[src/rtl/axi_txn_limiter.sv]
// axi_txn_limiter: zero-latency AXI4 stage capping outstanding read/write bursts,
// with per-direction response watchdogs and stray-response detection.
module axi_txn_limiter #(
   parameter int MAX_RD  = 8,
   parameter int MAX_WR  = 8,
   parameter int TIMEOUT = 4096,
   parameter int CNT_W   = 8,
   parameter int ADDR_W  = 32
) (
   input  logic              aclk,
   input  logic              aresetn,
   input  logic [3:0]        s_axi_arid,
   input  logic [ADDR_W-1:0] s_axi_araddr,
   input  logic [7:0]        s_axi_arlen,
   input  logic [2:0]        s_axi_arsize,
   input  logic [1:0]        s_axi_arburst,
   input  logic              s_axi_arlock,
   input  logic [3:0]        s_axi_arcache,
   input  logic [2:0]        s_axi_arprot,
   input  logic [3:0]        s_axi_arqos,
   input  logic              s_axi_arvalid,
   output logic              s_axi_arready,
   input  logic [3:0]        s_axi_awid,
   input  logic [ADDR_W-1:0] s_axi_awaddr,
   input  logic [7:0]        s_axi_awlen,
   input  logic [2:0]        s_axi_awsize,
   input  logic [1:0]        s_axi_awburst,
   input  logic              s_axi_awlock,
   input  logic [3:0]        s_axi_awcache,
   input  logic [2:0]        s_axi_awprot,
   input  logic [3:0]        s_axi_awqos,
   input  logic              s_axi_awvalid,
   output logic              s_axi_awready,
   input  logic [63:0]       s_axi_wdata,
   input  logic [7:0]        s_axi_wstrb,
   input  logic              s_axi_wlast,
   input  logic              s_axi_wvalid,
   output logic              s_axi_wready,
   output logic [3:0]        s_axi_rid,
   output logic [63:0]       s_axi_rdata,
   output logic [1:0]        s_axi_rresp,
   output logic              s_axi_rlast,
   output logic              s_axi_rvalid,
   input  logic              s_axi_rready,
   output logic [3:0]        s_axi_bid,
   output logic [1:0]        s_axi_bresp,
   output logic              s_axi_bvalid,
   input  logic              s_axi_bready,
   output logic [3:0]        m_axi_arid,
   output logic [ADDR_W-1:0] m_axi_araddr,
   output logic [7:0]        m_axi_arlen,
   output logic [2:0]        m_axi_arsize,
   output logic [1:0]        m_axi_arburst,
   output logic              m_axi_arlock,
   output logic [3:0]        m_axi_arcache,
   output logic [2:0]        m_axi_arprot,
   output logic [3:0]        m_axi_arqos,
   output logic              m_axi_arvalid,
   input  logic              m_axi_arready,
   output logic [3:0]        m_axi_awid,
   output logic [ADDR_W-1:0] m_axi_awaddr,
   output logic [7:0]        m_axi_awlen,
   output logic [2:0]        m_axi_awsize,
   output logic [1:0]        m_axi_awburst,
   output logic              m_axi_awlock,
   output logic [3:0]        m_axi_awcache,
   output logic [2:0]        m_axi_awprot,
   output logic [3:0]        m_axi_awqos,
   output logic              m_axi_awvalid,
   input  logic              m_axi_awready,
   output logic [63:0]       m_axi_wdata,
   output logic [7:0]        m_axi_wstrb,
   output logic              m_axi_wlast,
   output logic              m_axi_wvalid,
   input  logic              m_axi_wready,
   input  logic [3:0]        m_axi_rid,
   input  logic [63:0]       m_axi_rdata,
   input  logic [1:0]        m_axi_rresp,
   input  logic              m_axi_rlast,
   input  logic              m_axi_rvalid,
   output logic              m_axi_rready,
   input  logic [3:0]        m_axi_bid,
   input  logic [1:0]        m_axi_bresp,
   input  logic              m_axi_bvalid,
   output logic              m_axi_bready,
   output logic [CNT_W-1:0]  rd_outstanding,
   output logic [CNT_W-1:0]  wr_outstanding,
   output logic              rd_timeout,
   output logic              wr_timeout,
   output logic              stray_resp,
   input  logic              clr_status
);
   localparam int TW = $clog2(TIMEOUT + 1);

   logic [CNT_W-1:0] rd_cnt_q, rd_cnt_d, wr_cnt_q, wr_cnt_d;
   logic [TW-1:0]    rd_tmr_q, rd_tmr_d, wr_tmr_q, wr_tmr_d;
   logic             rd_to_q, rd_to_d, wr_to_q, wr_to_d, stray_q, stray_d;
   logic             rd_ok, wr_ok, ar_hs, aw_hs, r_beat, r_done, b_done;
   logic             rd_stray, wr_stray, rd_idle, wr_idle;

   assign m_axi_arid    = s_axi_arid;
   assign m_axi_araddr  = s_axi_araddr;
   assign m_axi_arlen   = s_axi_arlen;
   assign m_axi_arsize  = s_axi_arsize;
   assign m_axi_arburst = s_axi_arburst;
   assign m_axi_arlock  = s_axi_arlock;
   assign m_axi_arcache = s_axi_arcache;
   assign m_axi_arprot  = s_axi_arprot;
   assign m_axi_arqos   = s_axi_arqos;
   assign m_axi_arvalid = s_axi_arvalid & rd_ok;
   assign s_axi_arready = m_axi_arready & rd_ok;
   assign m_axi_awid    = s_axi_awid;
   assign m_axi_awaddr  = s_axi_awaddr;
   assign m_axi_awlen   = s_axi_awlen;
   assign m_axi_awsize  = s_axi_awsize;
   assign m_axi_awburst = s_axi_awburst;
   assign m_axi_awlock  = s_axi_awlock;
   assign m_axi_awcache = s_axi_awcache;
   assign m_axi_awprot  = s_axi_awprot;
   assign m_axi_awqos   = s_axi_awqos;
   assign m_axi_awvalid = s_axi_awvalid & wr_ok;
   assign s_axi_awready = m_axi_awready & wr_ok;
   assign m_axi_wdata   = s_axi_wdata;
   assign m_axi_wstrb   = s_axi_wstrb;
   assign m_axi_wlast   = s_axi_wlast;
   assign m_axi_wvalid  = s_axi_wvalid;
   assign s_axi_wready  = m_axi_wready;
   assign s_axi_rid     = m_axi_rid;
   assign s_axi_rdata   = m_axi_rdata;
   assign s_axi_rresp   = m_axi_rresp;
   assign s_axi_rlast   = m_axi_rlast;
   assign s_axi_rvalid  = m_axi_rvalid;
   assign m_axi_rready  = s_axi_rready;
   assign s_axi_bid     = m_axi_bid;
   assign s_axi_bresp   = m_axi_bresp;
   assign s_axi_bvalid  = m_axi_bvalid;
   assign m_axi_bready  = s_axi_bready;

   assign rd_outstanding = rd_cnt_q;
   assign wr_outstanding = wr_cnt_q;
   assign rd_timeout     = rd_to_q;
   assign wr_timeout     = wr_to_q;
   assign stray_resp     = stray_q;

   // Gating uses registered counts only, so an offered AR/AW stays offered until it handshakes.
   always_comb begin
      rd_ok    = rd_cnt_q < CNT_W'(MAX_RD);
      wr_ok    = wr_cnt_q < CNT_W'(MAX_WR);
      ar_hs    = m_axi_arvalid & m_axi_arready;
      aw_hs    = m_axi_awvalid & m_axi_awready;
      r_beat   = m_axi_rvalid & m_axi_rready;
      r_done   = r_beat & m_axi_rlast;
      b_done   = m_axi_bvalid & m_axi_bready;
      rd_stray = r_done & ~ar_hs & (rd_cnt_q == '0);
      wr_stray = b_done & ~aw_hs & (wr_cnt_q == '0);
      rd_cnt_d = rd_stray ? '0 : rd_cnt_q + CNT_W'(ar_hs) - CNT_W'(r_done);
      wr_cnt_d = wr_stray ? '0 : wr_cnt_q + CNT_W'(aw_hs) - CNT_W'(b_done);
      rd_idle  = (rd_cnt_q != '0) & ~r_beat;
      wr_idle  = (wr_cnt_q != '0) & ~b_done;
      rd_tmr_d = !rd_idle ? '0 : (rd_tmr_q == TW'(TIMEOUT)) ? rd_tmr_q : rd_tmr_q + TW'(1);
      wr_tmr_d = !wr_idle ? '0 : (wr_tmr_q == TW'(TIMEOUT)) ? wr_tmr_q : wr_tmr_q + TW'(1);
      rd_to_d  = (rd_idle & (rd_tmr_q == TW'(TIMEOUT - 1))) | (rd_to_q & ~clr_status);
      wr_to_d  = (wr_idle & (wr_tmr_q == TW'(TIMEOUT - 1))) | (wr_to_q & ~clr_status);
      stray_d  = rd_stray | wr_stray | (stray_q & ~clr_status);
   end

   always_ff @(posedge aclk) begin
      if (!aresetn) begin
         rd_cnt_q <= '0;
         wr_cnt_q <= '0;
         rd_tmr_q <= '0;
         wr_tmr_q <= '0;
         rd_to_q  <= 1'b0;
         wr_to_q  <= 1'b0;
         stray_q  <= 1'b0;
      end else begin
         rd_cnt_q <= rd_cnt_d;
         wr_cnt_q <= wr_cnt_d;
         rd_tmr_q <= rd_tmr_d;
         wr_tmr_q <= wr_tmr_d;
         rd_to_q  <= rd_to_d;
         wr_to_q  <= wr_to_d;
         stray_q  <= stray_d;
      end
   end
endmodule

[config.mk]
export PLATFORM = sky130hd
export DESIGN_NAME = axi_txn_limiter
export DESIGN_NICKNAME = d
export VERILOG_FILES = /design/src/rtl/axi_txn_limiter.sv
export SDC_FILE = /design/constraint.sdc
export NUM_CORES = 1
export LEC_CHECK = 0
export ABC_AREA = 1
export BUFFER_PORTS_ARGS = -buffer_cell sky130_fd_sc_hd__clkbuf_2
export CORE_AREA = 2 2 227 229
export DETAILED_ROUTE_END_ITERATION = 10
export DIE_AREA = 0 0 229 231
export SYNTH_ARGS = -nofsm -noshare
export SYNTH_HDL_FRONTEND = slang
export SYNTH_SLANG_ARGS = --single-unit
[constraint.sdc]
create_clock -name aclk -period 2.84 [get_ports aclk]
set_input_delay 0.426 -clock aclk [delete_from_list [all_inputs] [get_ports aclk]]
set_output_delay 0.426 -clock aclk [all_outputs]
set_load 0.005 [all_outputs]
==> flow_metrics.tcl <==
set metrics [dict create \
    synth_ff_type "sky130_fd_sc_hd__dfxtp_1" \
    place_congestion 0.7535 \
    synth_seq_cells 45 \
    number_of_global_route_vias_before_repair 2884 \
    data_arrival_time_of_the_worst_path_ps 2660 \
    worst_setup_hold_path_clk_slew_ps 60 \
    timing.final.ws_setup_ps 382.3 \
    clock_path_buffers 2 \
    critical-path-slowest-cell "sky130_fd_sc_hd__fa_1" \
    design.portCount 586 \
    clock_tree.htree_level_count 2 \
    worst_hold_path_type "in -> reg" \
    layout-drive-gt1-share_pct 14.22 \
    report.final.hold_viol_count 0 \
    drt_pass1_iterations 4 \
    min_period_over_period_pct 86.54 \
    post_dp_cell_area_mm2 0.003875 \
    power_density_mw_per_mm2 711.1 \
    fp.coreArea_mm2 0.05068 \
    root_buffer "sky130_fd_sc_hd__clkbuf_16" \
    gr-usage-all-layers_pct 4.666 \
    synth.area.top_cells "sky130_fd_sc_hd__buf_4, sky130_fd_sc_hd__dfxtp_1, sky130_fd_sc_hd__nand2_1, sky130_fd_sc_hd__ha_1, sky130_fd_sc_hd__inv_1" \
    cts_sinks 45 \
    critical_path.most_common_cell "sky130_fd_sc_hd__inv_1" \
    cp_data_required_time_ps 3040 \
    initial_antenna_violation_count 0 \
    fin_skew_ps 6.141 \
    die_h_um 231 \
    end_kind "register" \
    number_of_buffers_created_by_cts 5 \
    rsz0062_at_grt "false" \
    area_growth_pct -17.97 \
    synth.top_cells.by_count "sky130_fd_sc_hd__buf_4, sky130_fd_sc_hd__nand2_1, sky130_fd_sc_hd__inv_1" \
    global_route_wire_length_before_repair_um 17940 \
    wl_per_cell_um 11.14 \
    maximum_net_fanout_on_the_critical_path 3 \
    critical_path_class "reg -> reg" \
    most_repeated_cell_in_the_gate_level_netlist_after_synthesis "sky130_fd_sc_hd__buf_4" \
    syn_avg_cell_area_um2 7.073 \
    via_count 3011 \
    start_kind "register" \
    yosysTopAreaCell "sky130_fd_sc_hd__buf_4" \
    critical-path-max-stage-delay_ps 390 \
    irDropWorstVdd_v 0.0002172 \
    post_synth_inst_count 695 \
    worst-slew-pin-transition_ps 504.5 \
    initial_utilization_pct 9.700 \
    path_cells "inv_1, ha_1, nand2_1, nor3b_1, nand2_1, ha_1, inv_1, ha_1, inv_1, fa_1, inv_1, nand4_1, nand3_1, nand2_1, inv_1, nor2_1" \
    mean_number_of_vias_per_cell 2.632 \
    result_of_the_run "finished, final reports clean" \
    timing.final.max_slew_violations 0 \
    period_minus_slack_ps 2458 \
    portBuffers 39 \
    fmax_mhz 406.9 \
    mappedNetlistNets 1008 \
    seq_area_frac_synth_pct 18.33 \
    synth.lib_cells_used.distinct 27 \
    gr-total-overflow 0 \
    number_of_nets_in_the_layout 776 \
    antenna-diode-count 0 \
    cts-resized-gates 0 \
    place.detailed.hpwl_um 10600 \
    nFillCells 6040 \
    remaining_drc_errors 0 \
    area_share_of_the_largest_cell_type_after_synthesis_pct 42.61 \
    tritoncts "done" \
    slew-limit-headroom_pct 66.37 \
    cts-hold-fix-buffers 0 \
    total_leakage_power_nw 1.585 \
    maxCapViolations 0 \
    die_outline_area_mm2 0.05290 \
    setup_tns_ps 0 \
    die_width_um 229 \
    drt_iter0_drc 87 \
    wirelength_um 12750 \
    ys_warn_count 0 \
    number_of_enable_type_register_cells_in_the_synthesized_netlist 0 \
    cts_setup_buffers 0 \
    grt_start_max_net_pins 14 \
    async_flop_share_pct 0 \
    netlist_area_mm2 0.004916 \
    stdcell_area_mm2 0.004033 \
    setup_viol 0 \
    clk_latency_ps 300 \
    preCtsSetupSlack_ps 357.7 \
    row_count 83 \
    ant_nets 0 \
]
## flip-flops by register name, summed over array words and instances (netlist names)
signal,flops
rd_outstanding,8
rd_timeout,1
rd_tmr_q,13
stray_resp,1
wr_outstanding,8
wr_timeout,1
wr_tmr_q,13
## cells by family after synthesis
family          synth area share (%)
buf+inv                        49.25
simple gates                   18.71
compound gates                 5.039
flops                          18.33
fa+ha+maj                      7.432
xor+xnor                       1.247
## placed cells by master, fill, tap and decap left out, drive strengths merged
cell type and instances:
a21oi 30, a31oi 1, and2 1, and3 1
buf 1, clkbuf 46, clkinv 1, dfxtp 45
fa 2, ha 26, inv 87, nand2 91
nand3 35, nand4 11, nor2 54, nor3 6
nor3b 4, o21ai 13, o21bai 1, or2 1
xnor2 1, xor2 6
## power breakdown
group	total, mW	switching [mW]	internal [mW]	leakage, nW
Combinational	1.40	0.857	0.546	1.14
Sequential	0.825	0.0867	0.738	0.367
Clock	0.639	0.266	0.373	0.0799
Total	2.87	1.21	1.66	1.58
## routing by layer
metal | up-vias | global-route usage, % | routed length [um]
met5 | - | 0.1838 | 0
met4 | 0 | 5.377 | 1252
met3 | 130 | 3.607 | 2142
met2 | 250 | 6.203 | 4980
met1 | 1231 | 4.197 | 4371
li1 | 1400 | - | -
## worst max-delay path: cells and delay by family (launching register included)
kind / cells / cell delay (ps)
and+or+nand+nor: 7 / 750
adders and majority gates: 4 / 970
buffers and inverters: 5 / 330
DFF: 1 / 320
## area by class of cell
type / count / area [um^2] / area share (%)
Clock inverter: 1 / 5.005 / 0.1241
Inverter: 87 / 326.6 / 8.098
Clock buffer: 7 / 152.6 / 3.785
Multi-Input combinational cell: 284 / 1594 / 39.53
Sequential cell: 45 / 900.9 / 22.34
Timing Repair Buffer: 40 / 202.7 / 5.026
Tap cell: 680 / 850.8 / 21.10
## final timing paths
kind | startpoint | end | slack (ps) | cells past startpoint
worst max-delay path | rd_outstanding[5] | rd_outstanding[6] | 380 | 16
worst min-delay path | clr_status | wr_timeout | 440 | 4
worst max register to register | rd_outstanding[5] | rd_outstanding[6] | 380 | 16
worst min register to register | wr_timeout | wr_timeout | 480 | 2
## per-stage QoR
stage	hold WS, ps	cells	power, mW	util (%)
2_1_floorplan	466.3	695	2.174	-
3_3_place_gp	465.6	1136	2.270	7.646
3_5_place_dp	474.2	1136	2.264	7.646
4_1_cts	465.0	1144	2.928	7.957
5_1_grt	489.4	1144	3.169	7.957
6_report	444.5	1144	2.868	7.957
(Power assumes the default switching activity.)
